**src/rtl/lenet_pkg.sv**
```systemverilog
// Shared LeNet accelerator constants: default datapath sizes and the pooling FSM encoding.
package lenet_pkg;

    localparam int unsigned LENET_DATA_W = 8;
    localparam int unsigned LENET_MAX_W  = 28;
    localparam int unsigned CFG_W        = 5;

    typedef logic [1:0] pool_state_t;

    localparam pool_state_t ST_IDLE  = 2'd0;
    localparam pool_state_t ST_RUN   = 2'd1;
    localparam pool_state_t ST_FLUSH = 2'd2;
    localparam pool_state_t ST_DONE  = 2'd3;

endpackage

```
**src/rtl/pool_line_buf.sv**
```systemverilog
// Row buffer for 2x2 pooling: holds one horizontal pair-max per column pair of the even row.
module pool_line_buf #(
    parameter int unsigned DATA_W = 8,
    parameter int unsigned DEPTH  = 14,
    parameter int unsigned AW     = 4
) (
    input  logic              clk,
    input  logic              we,
    input  logic [AW-1:0]     waddr,
    input  logic [DATA_W-1:0] wdata,
    input  logic [AW-1:0]     raddr,
    output logic [DATA_W-1:0] rdata
);

    // Contents are always rewritten on the even row before the odd row reads them.
    logic [DATA_W-1:0] mem_q [DEPTH];

    always_ff @(posedge clk) begin
        if (we && (32'(waddr) < DEPTH)) begin
            mem_q[waddr] <= wdata;
        end
    end

    always_comb begin
        rdata = '0;
        if (32'(raddr) < DEPTH) begin
            rdata = mem_q[raddr];
        end
    end

endmodule

```
**src/rtl/maxpool_2x2.sv**
```systemverilog
// Streaming 2x2 stride-2 max pooling over a raster-order feature map with valid/ready handshakes.
module maxpool_2x2
    import lenet_pkg::*;
#(
    parameter int unsigned DATA_W = LENET_DATA_W,
    parameter int unsigned MAX_W  = LENET_MAX_W
) (
    input  logic              clk,
    input  logic              rst,
    input  logic              start,
    input  logic [CFG_W-1:0]  cfg_width,
    input  logic [CFG_W-1:0]  cfg_height,
    input  logic              in_valid,
    input  logic [DATA_W-1:0] in_data,
    output logic              in_ready,
    output logic              out_valid,
    output logic [DATA_W-1:0] out_data,
    input  logic              out_ready,
    output logic              busy,
    output logic              done
);

    localparam int unsigned LB_DEPTH = MAX_W / 2;
    localparam int unsigned LB_AW    = (LB_DEPTH > 1) ? $clog2(LB_DEPTH) : 1;

    pool_state_t       state_q, state_d;
    logic [CFG_W-1:0]  col_q, col_d;
    logic [CFG_W-1:0]  row_q, row_d;
    logic [CFG_W-1:0]  width_q, width_d;
    logic [CFG_W-1:0]  height_q, height_d;
    logic [DATA_W-1:0] pair_q, pair_d;
    logic              out_valid_q, out_valid_d;
    logic [DATA_W-1:0] out_data_q, out_data_d;

    logic              accept;
    logic              last_col;
    logic              last_row;
    logic [CFG_W-1:0]  col_half;
    logic [LB_AW-1:0]  lb_addr;
    logic              lb_we;
    logic [DATA_W-1:0] lb_rdata;
    logic [DATA_W-1:0] hmax;
    logic [DATA_W-1:0] vmax;

    assign in_ready  = (state_q == ST_RUN) && (!out_valid_q || out_ready);
    assign accept    = in_valid && in_ready;
    assign busy      = (state_q == ST_RUN) || (state_q == ST_FLUSH);
    assign done      = (state_q == ST_DONE);
    assign out_valid = out_valid_q;
    assign out_data  = out_data_q;

    assign last_col = (col_q == width_q - CFG_W'(1));
    assign last_row = (row_q == height_q - CFG_W'(1));
    assign col_half = col_q >> 1;
    assign lb_addr  = col_half[LB_AW-1:0];

    assign hmax = (in_data > pair_q) ? in_data : pair_q;
    assign vmax = (hmax > lb_rdata) ? hmax : lb_rdata;

    pool_line_buf #(
        .DATA_W (DATA_W),
        .DEPTH  (LB_DEPTH),
        .AW     (LB_AW)
    ) u_line_buf (
        .clk   (clk),
        .we    (lb_we),
        .waddr (lb_addr),
        .wdata (hmax),
        .raddr (lb_addr),
        .rdata (lb_rdata)
    );

    always_comb begin
        state_d     = state_q;
        col_d       = col_q;
        row_d       = row_q;
        width_d     = width_q;
        height_d    = height_q;
        pair_d      = pair_q;
        out_valid_d = out_valid_q;
        out_data_d  = out_data_q;
        lb_we       = 1'b0;

        if (out_valid_q && out_ready) begin
            out_valid_d = 1'b0;
        end

        case (state_q)
            ST_IDLE: begin
                if (start) begin
                    state_d  = ST_RUN;
                    width_d  = cfg_width;
                    height_d = cfg_height;
                    col_d    = '0;
                    row_d    = '0;
                end
            end
            ST_RUN: begin
                if (accept) begin
                    // Even column opens a pair; odd column closes it into the buffer or output.
                    if (!col_q[0]) begin
                        pair_d = in_data;
                    end else if (!row_q[0]) begin
                        lb_we = 1'b1;
                    end else begin
                        out_valid_d = 1'b1;
                        out_data_d  = vmax;
                    end

                    if (last_col) begin
                        col_d = '0;
                        row_d = row_q + CFG_W'(1);
                        if (last_row) begin
                            state_d = ST_FLUSH;
                        end
                    end else begin
                        col_d = col_q + CFG_W'(1);
                    end
                end
            end
            ST_FLUSH: begin
                if (!out_valid_q || out_ready) begin
                    state_d = ST_DONE;
                end
            end
            ST_DONE: begin
                state_d = ST_IDLE;
            end
            default: begin
                state_d = ST_IDLE;
            end
        endcase
    end

    always_ff @(posedge clk or negedge rst) begin
        if (!rst) begin
            state_q     <= ST_IDLE;
            col_q       <= '0;
            row_q       <= '0;
            width_q     <= '0;
            height_q    <= '0;
            pair_q      <= '0;
            out_valid_q <= 1'b0;
            out_data_q  <= '0;
        end else begin
            state_q     <= state_d;
            col_q       <= col_d;
            row_q       <= row_d;
            width_q     <= width_d;
            height_q    <= height_d;
            pair_q      <= pair_d;
            out_valid_q <= out_valid_d;
            out_data_q  <= out_data_d;
        end
    end

endmodule
```
**config.mk**
```make
export PLATFORM = sky130hd
export DESIGN_NAME = maxpool_2x2
export DESIGN_NICKNAME = d
export VERILOG_FILES = /design/src/rtl/lenet_pkg.sv /design/src/rtl/pool_line_buf.sv /design/src/rtl/maxpool_2x2.sv
export SDC_FILE = /design/constraint.sdc
export NUM_CORES = 1
export LEC_CHECK = 0
export CORE_MARGIN = 2
export CORE_UTILIZATION = 57
export CTS_CLUSTER_SIZE = 12
export DETAILED_ROUTE_END_ITERATION = 8
export DONT_BUFFER_PORTS = 1
export GPL_ROUTABILITY_DRIVEN = 0
export PLACE_DENSITY = 0.71
export SLEW_MARGIN = 20
export SYNTH_ARGS = -nofsm -noshare
export SYNTH_HDL_FRONTEND = slang
export SYNTH_SLANG_ARGS = --single-unit
```
**constraint.sdc**
```tcl
create_clock -name clk -period 4 [get_ports clk]
set_clock_uncertainty 0.1 [all_clocks]
set_input_delay 1 -clock clk [delete_from_list [all_inputs] [get_ports clk]]
set_output_delay 1 -clock clk [all_outputs]
set_load 0.02 [all_outputs]
```
**After elaboration in Yosys (flattened, before gate mapping)**

Memories as Yosys holds them, arrays and structs flattened.
Cells that the tools add are included.

- Register bits after elaboration: 39
- RAM bits: 112
- Logic and storage cells: 69
- Memories kept: 1

- $add $sub $neg: 4
- Order comparisons: 3
- Equal/unequal tests: 10
- Mux-type cells: 27
- Bitwise gates (word level): 1
- Reductions and logical operators: 15

Memories:

| name | words | width | rd ports | clocked after Yosys merged registers in | write ports | line | text |
|---|---|---|---|---|---|---|---|
| u_line_buf.mem_q | 14 | 8 | 1 | 0 | 1 | pool_line_buf.sv:16 | `logic [DATA_W-1:0] mem_q [DEPTH];` |

Operators with widths:

| operator | number |
|---|---|
| 5-bit 2-to-1 mux | 5 |
| 8-bit 2-to-1 mux | 3 |
| 5-bit case mux with 2 select lines | 2 |
| 8-bit greater-than comparator | 2 |
| 1-bit 2-to-1 mux | 11 |
| 5-bit by 1-bit adder with 5-bit output, second input constant | 2 |
| 5-bit equality test | 2 |
| 2-bit 2-to-1 mux | 5 |
| 2-bit inequality test, second input constant | 5 |
| 5-bit by 1-bit subtractor with 5-bit output, second input constant | 2 |
| 2-bit case mux with 4 select lines | 1 |
| 4-bit AND reduction | 2 |
| 3-bit AND reduction | 2 |
| 5-bit AND reduction | 1 |
| 2-bit equality test, second input constant | 2 |
| 1-bit logical AND | 4 |
| 4-bit less-than comparator, second input constant | 1 |
| 2-bit by 1-bit equality test with 1-bit output, second input constant | 1 |
| 2-bit zero test | 1 |
| 1-bit logical OR | 2 |
| 2-bit AND reduction | 1 |
| 2-bit nonzero test | 1 |
| 1-bit zero test | 1 |
| 1-bit NOT | 1 |

**Longest topological paths before layout**

- Word-level depth: 9
- Gate-level depth with buffers: 16

**Cells and area by module**

Synthesis repeated with hierarchy kept, for this count alone.

- Cell total of the unflattened synthesis: 476
- Area total of the unflattened synthesis: 6994.2 sq um

By module, submodules not included:

| module | times used | cells each | area an instance (sq um) | seq. area each (sq um) |
|---|---|---|---|---|
| pool_line_buf | 1 | 217 | 4423.0 | 3363.2 |
| maxpool_2x2 | 1 | 259 | 2571.2 | 975.9 |

**Worst setup path before layout**

No wires, ideal clock.

- Path type: in2reg
- Start: input port in_data[5]
- End: register out_data_q[7], in the netlist out_data[7]
- Arrival: 3.896 ns
- Setup slack: -0.122 ns
- Stages on the path: 13
- Cell sequence: ha_1 -> a211oi_1 -> o21bai_1 -> mux2_2 -> clkbuf_1 -> a31o_2 -> ha_1 -> nand4_1 -> o21ai_0 -> o31a_1 -> clkbuf_1 -> nor2_1 -> a221o_1

- Longest elaborated chain between the ends: 4

Ends and longest elaborated chain:

| what | line | text |
|---|---|---|
| start, declared | maxpool_2x2.sv:14 | `input logic [DATA_W-1:0] in_data,` |
| 8-bit greater-than comparator | maxpool_2x2.sv:57 | `assign hmax = (in_data > pair_q) ? in_data : pair_q;` |
| 8-bit 2-to-1 mux * | maxpool_2x2.sv:57 |  |
| named net hmax[5] | maxpool_2x2.sv:42 | `logic [DATA_W-1:0] hmax;` |
| 8-bit greater-than comparator * | maxpool_2x2.sv:58 | `assign vmax = (hmax > lb_rdata) ? hmax : lb_rdata;` |
| 8-bit 2-to-1 mux * | maxpool_2x2.sv:58 |  |
| end signal, assigned | maxpool_2x2.sv:153 | `out_data_q <= out_data_d;` |
| end, declared | maxpool_2x2.sv:33 | `logic [DATA_W-1:0] out_data_q, out_data_d;` |

Mark *: on every way through the listed nets, which the timed path passes. The rest lies on a longest branch.
A chain may end at the register's enable or synchronous reset.

**Worst setup path in the final report**

- Start: input port in_data[5]
- End: register out_data_q[6], in the netlist out_data[6]

The elaborated chain is that of the path after synthesis.

==> impl_metrics.tcl <==
set metrics [dict create \
    drt_first_pass_iters 5 \
    crit_chain "ha_1 > a211oi_1 > o21bai_1 > mux2_2 > buf_4 > a21oi_1 > a31o_4 > ha_1 > nand4_1 > nor2_1 > o31a_2 > a311o_1 > a22o_1" \
    max_freq_ghz 0.267 \
    synth_top_family_by_area "multiplexers" \
    synth_fa_ha_area_share_pct 4.30 \
    fill_cells 872 \
    rsz0062_at_grt "no" \
    hold_ws_ns 0.163 \
    cp.arrival_ns 3.95 \
    p_total_mw 6.32 \
    ant_nets 0 \
    hold_viol_final 0 \
    fp.dieH_microns 115 \
    place_hpwl_mm 9.67 \
    cap_viol_max_count 0 \
    cts_tree "built" \
    cp_slowest_cell "o31a_2" \
    synth_compound_area_share_pct 10.4 \
    drcViolationCount 0 \
    wl_per_cell_microns 20.3 \
    placedCellCount 668 \
    grt_pass1_vias 4359 \
    synth_xor_area_share_pct 1.13 \
    nNetsFinal 587 \
    drv_slew 0 \
    place_area_sq_um 7310 \
    viasPerCell 6.20 \
    diodes 0 \
    yosysWarnings 0 \
    worst_path_dominant_cell_family "compound AO/OA/AOI/OAI gates" \
    cts_root_buffer "clkbuf_16" \
    chipWidth_microns 115 \
    setup_ws_ns 0.261 \
    cts_buffer_depth 2 \
    final.setup.tns_ns 0 \
    syn_inst 521 \
    status "finished, final reports clean" \
    initial_core_util_pct 58.2 \
    crit_buf_inv 1 \
    final_cell_area_sq_um 7890 \
    place_ws_ns -0.206 \
    drt_iter0_drc 322 \
    synthesis.nets 568 \
    worstPathMaxFanout 14 \
    synth.ff_latch_count 151 \
    critPathKind "in -> reg" \
    h-tree-depth 4 \
    hp-class "in -> async" \
    post-cts-setup-buffer-count 0 \
    critPathRequiredTime_ns 4.21 \
    ys_seq_area_share_pct 62.1 \
    clk_latency_ns 0.42 \
    synth_edf_count 112 \
    async_reset_ff_share_pct 25.8 \
    post-route-util_pct 65.7 \
    grt.overflow.total 0 \
    slowest_delay_ns 0.44 \
    startpoint_type "primary input" \
    die-area_sq_um 13200 \
    grt_pass1_wl_mm 22.3 \
    final_cells 700 \
    p_leak_nw 2.97 \
    numClockSinks 151 \
    synth.distinct_cells 49 \
    rows 40 \
    path_clk_slew_ns 0.07 \
    synth_flop_cell "edfxtp_1" \
    finalCriticalPeriod_ns 3.74 \
    crit_top_cell "ha_1" \
    cts_buffers 17 \
    syn_avg_cell_area_sq_um 13.4 \
    antenna_found_initial 0 \
    grt_max_degree 40 \
    p_per_area_nw_per_um2 801 \
    layout-drive-gt1-share_pct 17.5 \
    grt_use_total_pct 23.0 \
    netlist_area_sq_um 6990 \
    worstMarginPinSlew_ns 1.05 \
    setup_violations 0 \
    wirelength_mm 14.2 \
    boundaryPins 35 \
    io_buffers 0 \
    synthSimpleGateAreaFrac_pct 7.50 \
    num_vias 4341 \
    slew_headroom_pct 30.1 \
    core_area_sq_um 12000 \
    synthMuxAreaShare_pct 11.6 \
    period_share_pct 93.5 \
    area_growth_pct 13.0 \
    end_kind "flip-flop" \
    ir_drop_mv 0.728 \
]
==> path summary, 6_finish.rpt <==
path                                  from          end  slack (ns)  cells past startpoint
min in group clk                 pair_q[1]    pair_q[1]        0.41                      1
worst min-delay path                   rst  out_data[1]        0.16                      0
worst max register to register    col_q[2]  out_data[6]        0.36                     11
worst min register to register   pair_q[1]    pair_q[1]        0.41                      1
worst max-delay path            in_data[5]  out_data[6]        0.26                     13
max in group asynchronous              rst   width_q[4]        3.53                      0
==> final cells by class <==
class                   count  area [sq um]  area share (%)
well taps                 147           184            2.33
multi-input cells         321          2510            31.8
clock inverters            15           156            1.98
clock buffers              17           425            5.39
repair buffers             25           188            2.38
inverters                  24          90.1            1.14
flip-flops and latches    151          4340            55.0
==> power breakdown <==
part	leakage (nW)	switching [mW]	internal, mW
registers	1.50	0.228	2.13
logic	1.18	1.41	0.990
clock network	0.283	0.682	0.882
==> sequential cells by signal (all words and copies together), names as in the netlist <==
signal,cells
out_data,8
col_q,5
row_q,5
height_q,5
state_q,2
u_line_buf.mem_q,112
out_valid,1
width_q,5
pair_q,8
==> kinds of logic (layout without fill, tap and decap cells) <==
kind of cell	Yosys count	count (layout)
simple gates	104	104
flops	151	151
xor+xnor	9	9
mux	75	75
fa+ha+maj	24	24
compound gates	109	109
buf+inv	49	81
==> Yosys cell counts, types with 10 or more instances <==
cell / number / area [sq um]
edfxtp_1: 112 / 3360
mux2i_1: 47 / 470
dfrtp_1: 39 / 976
nor2_1: 29 / 109
mux2_2: 26 / 293
a21oi_1: 25 / 125
o22ai_1: 25 / 156
ha_1: 24 / 300
inv_1: 24 / 90.1
nand2_1: 21 / 78.8
clkbuf_1: 11 / 41.3
o21ai_0: 11 / 55.1
buf_2: 10 / 50.1
==> layout by cell type, fill, tap and decap left out, types with 17 or more instances in the layout <==
master,netlist,routed
a21oi_1,25,22
buf_4,3,25
clkbuf_16,0,17
dfrtp_1,39,38
edfxtp_1,112,112
ha_1,24,24
inv_1,24,24
mux2_2,26,25
mux2i_1,47,47
nand2_1,21,21
nor2_1,29,29
o22ai_1,25,25
==> metal layers <==
layer  track usage [%]  wire [microns]
met2              38.9            7210
met1              28.0            5820
met3              6.41             867
met4              9.88             345
met5                 0               0
==> timing repair <==
item / CTS / global route
resized for setup: 0 / 1
hold buffers: 0 / 0
setup endpoints to repair: 0 / 8
No activity file was read; power rests on OpenSTA's default activity.
